**src/rtl/mux_fwd_pipe_pkg.sv**
```systemverilog
// Shared constants for the forwarding mux: RF source code, zero register, stat counter width.
package mux_fwd_pipe_pkg;

   localparam int ZERO_REG = 0;
   localparam int STAT_W   = 16;

   // The register file is always the code one past the last forwarding source.
   function automatic int rf_code(input int num_fwd);
      return num_fwd;
   endfunction

endpackage

```
**src/rtl/fwd_prio_sel.sv**
```systemverilog
// Combinational priority match across forwarding sources; lowest index wins, register file is the fallback.
module fwd_prio_sel
   import mux_fwd_pipe_pkg::*;
#(
   parameter int WIDTH   = 32,
   parameter int NUM_FWD = 3,
   parameter int ADDR_W  = 5,
   parameter int SRC_W   = $clog2(NUM_FWD+1)
) (
   input  logic [ADDR_W-1:0]         rd_addr,
   input  logic [WIDTH-1:0]          rf_data,
   input  logic [NUM_FWD-1:0]        fwd_we,
   input  logic [NUM_FWD-1:0]        fwd_rdy,
   input  logic [NUM_FWD*ADDR_W-1:0] fwd_addr,
   input  logic [NUM_FWD*WIDTH-1:0]  fwd_data,
   output logic [SRC_W-1:0]          win_code,
   output logic [WIDTH-1:0]          win_data,
   output logic                      win_rdy,
   output logic                      win_fwd
);

   logic               rd_zero;
   logic [NUM_FWD-1:0] match;

   assign rd_zero = (rd_addr == ADDR_W'(ZERO_REG));

   for (genvar g = 0; g < NUM_FWD; g++) begin : g_match
      assign match[g] = fwd_we[g] && (fwd_addr[g*ADDR_W +: ADDR_W] == rd_addr) && !rd_zero;
   end

   // Scan from lowest priority upward so the nearest matching stage overwrites the rest.
   always_comb begin
      win_code = SRC_W'(rf_code(NUM_FWD));
      win_data = rf_data;
      win_rdy  = 1'b1;
      win_fwd  = 1'b0;
      for (int i = NUM_FWD-1; i >= 0; i--) begin
         if (match[i]) begin
            win_code = SRC_W'(i);
            win_data = fwd_data[i*WIDTH +: WIDTH];
            win_rdy  = fwd_rdy[i];
            win_fwd  = 1'b1;
         end
      end
      if (rd_zero) win_data = '0;
   end

endmodule

```
**src/rtl/mux_fwd_pipe.sv**
```systemverilog
// Registered priority forwarding mux with hazard stall; stat counters enabled by MUX_FWD_STAT_EN.
module mux_fwd_pipe
   import mux_fwd_pipe_pkg::*;
#(
   parameter int WIDTH   = 32,
   parameter int NUM_FWD = 3,
   parameter int ADDR_W  = 5,
   localparam int SRC_W  = $clog2(NUM_FWD+1)
) (
   input  logic                          clk,
   input  logic                          reset,
   input  logic                          stall,
   input  logic                          flush,
   input  logic                          in_valid,
   input  logic [ADDR_W-1:0]             rd_addr,
   input  logic [WIDTH-1:0]              rf_data,
   input  logic [NUM_FWD-1:0]            fwd_we,
   input  logic [NUM_FWD-1:0]            fwd_rdy,
   input  logic [NUM_FWD*ADDR_W-1:0]     fwd_addr,
   input  logic [NUM_FWD*WIDTH-1:0]      fwd_data,
   output logic                          hazard_stall,
   output logic [WIDTH-1:0]              q,
   output logic                          q_valid,
   output logic [SRC_W-1:0]              q_src,
   output logic [(NUM_FWD+1)*STAT_W-1:0] stat_bus
);

   logic [SRC_W-1:0] win_code;
   logic [WIDTH-1:0] win_data;
   logic             win_rdy, win_fwd, load_en;
   logic [WIDTH-1:0] q_q, q_d;
   logic             vld_q, vld_d;
   logic [SRC_W-1:0] src_q, src_d;

   fwd_prio_sel #(.WIDTH(WIDTH), .NUM_FWD(NUM_FWD), .ADDR_W(ADDR_W), .SRC_W(SRC_W)) u_sel (
      .rd_addr  (rd_addr),
      .rf_data  (rf_data),
      .fwd_we   (fwd_we),
      .fwd_rdy  (fwd_rdy),
      .fwd_addr (fwd_addr),
      .fwd_data (fwd_data),
      .win_code (win_code),
      .win_data (win_data),
      .win_rdy  (win_rdy),
      .win_fwd  (win_fwd)
   );

   assign hazard_stall = in_valid && win_fwd && !win_rdy;
   assign load_en      = !flush && !stall && !hazard_stall;

   always_comb begin
      q_d   = q_q;
      vld_d = vld_q;
      src_d = src_q;
      if (flush) begin
         q_d   = '0;
         vld_d = 1'b0;
         src_d = SRC_W'(rf_code(NUM_FWD));
      end else if (load_en) begin
         q_d   = win_data;
         vld_d = in_valid;
         src_d = win_code;
      end
   end

   always_ff @(posedge clk) begin
      if (reset) begin
         q_q   <= '0;
         vld_q <= 1'b0;
         src_q <= SRC_W'(rf_code(NUM_FWD));
      end else begin
         q_q   <= q_d;
         vld_q <= vld_d;
         src_q <= src_d;
      end
   end

   assign q       = q_q;
   assign q_valid = vld_q;
   assign q_src   = src_q;

`ifdef MUX_FWD_STAT_EN
   for (genvar g = 0; g <= NUM_FWD; g++) begin : g_stat
      logic [STAT_W-1:0] cnt_q, cnt_d;
      // Saturate rather than wrap so a long run never reads back as a small count.
      always_comb begin
         cnt_d = cnt_q;
         if (load_en && in_valid && (win_code == SRC_W'(g)) && (cnt_q != '1))
            cnt_d = cnt_q + STAT_W'(1);
      end
      always_ff @(posedge clk) begin
         if (reset) cnt_q <= '0;
         else       cnt_q <= cnt_d;
      end
      assign stat_bus[g*STAT_W +: STAT_W] = cnt_q;
   end
`else
   assign stat_bus = '0;
`endif

endmodule

```
**config.mk**
```make
export PLATFORM = sky130hd
export DESIGN_NAME = mux_fwd_pipe
export DESIGN_NICKNAME = d
export VERILOG_FILES = /design/src/rtl/mux_fwd_pipe_pkg.sv /design/src/rtl/fwd_prio_sel.sv /design/src/rtl/mux_fwd_pipe.sv
export SDC_FILE = /design/constraint.sdc
export NUM_CORES = 1
export LEC_CHECK = 0
export CAP_MARGIN = 5
export CELL_PAD_IN_SITES_DETAIL_PLACEMENT = 1
export CELL_PAD_IN_SITES_GLOBAL_PLACEMENT = 2
export CORE_UTILIZATION = 29
export DETAILED_ROUTE_END_ITERATION = 8
export DONT_BUFFER_PORTS = 1
export PLACE_DENSITY = 0.85
export SLEW_MARGIN = 0
export SYNTH_ARGS = -nofsm -noshare
export SYNTH_HDL_FRONTEND = slang
export SYNTH_SLANG_ARGS = --single-unit
```
**constraint.sdc**
```tcl
create_clock -name clk -period 1.9 [get_ports clk]
set_input_delay 0.19 -clock clk [delete_from_list [all_inputs] [get_ports clk]]
set_output_delay 0.19 -clock clk [all_outputs]
set_load 0.02 [all_outputs]
```
==> results of run 1 <==
metrics by stage:
| stage | cell area, µm² | util, % | hold WS, ns | worst slack (ns) |
|---|---|---|---|---|
| CTS | 3510 | 32.3 | 0.0719 | 0.0141 |
| floorplan | 3510 | - | 0.350 | -0.0146 |
| finish | 3520 | 32.5 | 0.0822 | 0.0167 |
| detailed placement | 3360 | 31.0 | 0.364 | -0.271 |
| global route | 3520 | 32.5 | 0.106 | -0.0289 |
| global placement | 3360 | 31.0 | 0.366 | -0.189 |
worst register-to-register path: cells and delay by family, from the launching register on:
family	cells	cell delay, ns
flops	1	0.46
compound gates	1	0.20
buf+inv	1	0.08
cell usage in the layout (no fill, tap or decap), types with 7 or more instances in the layout:
cell type and instances:
conb_1 64, nand2_1 35, xnor2_1 14, dfxtp_1 35, o21ai_0 33, a2bb2oi_1 31
o22ai_2 30, nor4b_1 32, a211oi_1 31, clkbuf_8 7, buf_4 25, buf_12 10
per-layer routing:
metal / vias to the layer above / wire length [µm] / GRT usage (%)
met3: 18 / 989 / 5.87
li1: 1311 / - / -
met4: 0 / 233 / 5.38
met5: - / 0 / 0
met1: 1397 / 4280 / 20.1
met2: 154 / 6020 / 34.1
registers in the layout (all words and copies together), names as in the netlist:
register and cells:
q 32, q_src 2, q_valid 1
where the power goes:
group,switching (mW),total (mW),leakage [nW],internal [mW]
clock network,0.292,0.623,0.0505,0.330
logic,0.323,0.528,0.872,0.205
registers,0.0563,0.818,0.285,0.762
area by class of cell:
cell class | count | area (µm²) | share of cell area (%)
inverter | 3 | 11.3 | 0.320
multi-input combinational | 304 | 2130 | 60.5
sequential | 35 | 701 | 19.9
timing repair buffer | 36 | 399 | 11.3
clock inverter | 1 | 7.51 | 0.213
clock buffer | 7 | 96.3 | 2.74
tap | 140 | 175 | 4.98
how the worst max path moves through the flow:
stage / from / end / slack, ns / depth (start not counted)
2_1_floorplan: rd_addr[3] / q[1]$_SDFFE_PP0P_ / -0.01 / 9
3_3_place_gp: fwd_addr[13] / q[2]$_SDFFE_PP0P_ / -0.19 / 7
3_5_place_dp: fwd_addr[10] / q[2]$_SDFFE_PP0P_ / -0.27 / 7
4_1_cts: rd_addr[3] / hazard_stall / 0.01 / 8
5_1_grt: rd_addr[3] / hazard_stall / -0.03 / 8
6_report: rd_addr[3] / hazard_stall / 0.02 / 8
kinds of logic (layout without fill, tap and decap cells):
kind of cell    count (synthesis)  after routing  share of synthesized area (%)
compound gates                137            137                           35.5
simple gates                   87             87                           16.6
buf+inv                       104             47                           21.9
other cells                     1             64                          0.116
mux                             1              1                          0.309
xor+xnor                       15             15                           4.06
flops                          35             35                           21.6
timing repair:
action                                 in CTS  in global routing
buffers inserted                            4                  0
pin swaps                                   3                  1
setup endpoints to repair                   1                 33
resized for setup                           3                  3
endpoints found under the hold margin       0                  0
==> results.cfg, run 1 <==
[global_routing]
grt_overflow_total = 0
antenna_found_initial = 0
grt_pass1_wl_um = 16300
groute.usage.overall_pct = 18.5
first_global_vias = 2921
grt_max_degree = 20

[die]
die_y_um = 108
coreArea_um2 = 10800
io_pins = 259
row_count = 38
initial_core_util_pct = 29.9
die-area_um2 = 11600
fp.dieW_um = 108

[detailed_routing]
detail-route-antenna-nets = 0
wire_per_inst_um = 21.9
drcViolationCount = 0
via_per_inst = 5.48
vias = 2880
drt_iter0_drc = 166
drt_wl_total_um = 11500
drtPass1Iterations = 4

[power_and_ir_drop]
power_mw = 1.97
leakage_nw = 1.21
p_per_area_nw_per_um2 = 559
ir_worst_vdd_mv = 0.208

[synth]
synth_area_um2 = 3240
ys_seq_area_share_pct = 21.6
yosysTopAreaCellShare_pct = 21.6
synth_edf_count = 0
yosys-top-cells-area = dfxtp_1 (22%), buf_4 (15%), o22ai_2 (12%), a2bb2oi_1 (8.7%), nor4b_1 (8.7%)
async_reset_ff_share_pct = 0
synthFlopType = dfxtp_1
syn_area_per_cell_um2 = 8.52
yosys.area.top_type = dfxtp_1
ys_top_cells_by_count = buf_4 (65), dfxtp_1 (35), nand2_1 (35)
netlist_instances = 380
yosys_warnings = 0
ys_types = 35
synth_most_common_cell = buf_4
ys_seq_elements = 35

[critical_path]
crit_type = in2out
crit_chain = or4_4, nor2_4, buf_12, nor3_4, o211a_4, buf_4, nor2_4, buf_6
r2r_start = q_src[1]$_SDFFE_PP1P_
cp_slowest_stage_delay_ns = 0.53
reg2reg_slack_ns = 1.07
cp.arrival_ns = 1.69
cpMostUsedCell = nor2_4
rr_endpoint = q_src[1]$_SDFFE_PP1P_
crit_family = simple AND/OR/NAND/NOR gates
required_ns = 1.71
cp_slowest_cell = or4_4
worst_r2r_path_depth = 2
cp-end-kind = primary output
worst-path-buf-inv = 3
crit_fanout = 5
critPathLaunchType = primary input

[clock_tree]
tritoncts = built
cts_buffers = 5
ctsHoldBuffers = 0
clock_latency_ns = 0.28
cts_buffer_depth = 2
clk_pin_slew_worst_paths_ns = 0.07
clock-sinks = 35
cts_root_buffer = clkbuf_8
h-tree-depth = 2

[min_path]
hold_path_class = in2reg
min-delay-start = reset
min_path_cells = 2
whs_endpoint = q_src[0]$_SDFFE_PP1P_

[placement]
dp_hpwl_um = 9080
dp_cells = 514
gp_congestion = 0.760
portBuffers = 0

[final_layout]
final_nets = 544
instances_no_fill = 526
drive_gt1_share_pct = 22.8
n_antenna_cell = 0
fill_cells = 1309
syn_to_final_growth_pct = 8.69

[sta]
hold_violations = 0
worst_pin_slew_ns = 0.684
max_freq_ghz = 0.531
slew_viol_final = 0
period_needed_ns = 1.88
slew_headroom_pct = 53.9
setup_viol = 0
clock_skew_ns = 0
grt_setup_unrepaired = true
fin_crit_sh_pct = 99.1
finalSetupTns_ns = 0

[job]
maxCapViolations = 0

[status]
status = completed
Power figures use the tool's default switching activity.
==> run 2, diff against run 1 <==
--- a/config.mk
+++ b/config.mk
@@ -5,6 +5,7 @@
 export SDC_FILE = /design/constraint.sdc
 export NUM_CORES = 1
 export LEC_CHECK = 0
+export ABC_CLOCK_PERIOD_IN_PS = 1900
 export CAP_MARGIN = 5
 export CELL_PAD_IN_SITES_DETAIL_PLACEMENT = 1
 export CELL_PAD_IN_SITES_GLOBAL_PLACEMENT = 2
==> results of run 2 <==
The final DEF is identical to that of run 1; final timing and power are the same.
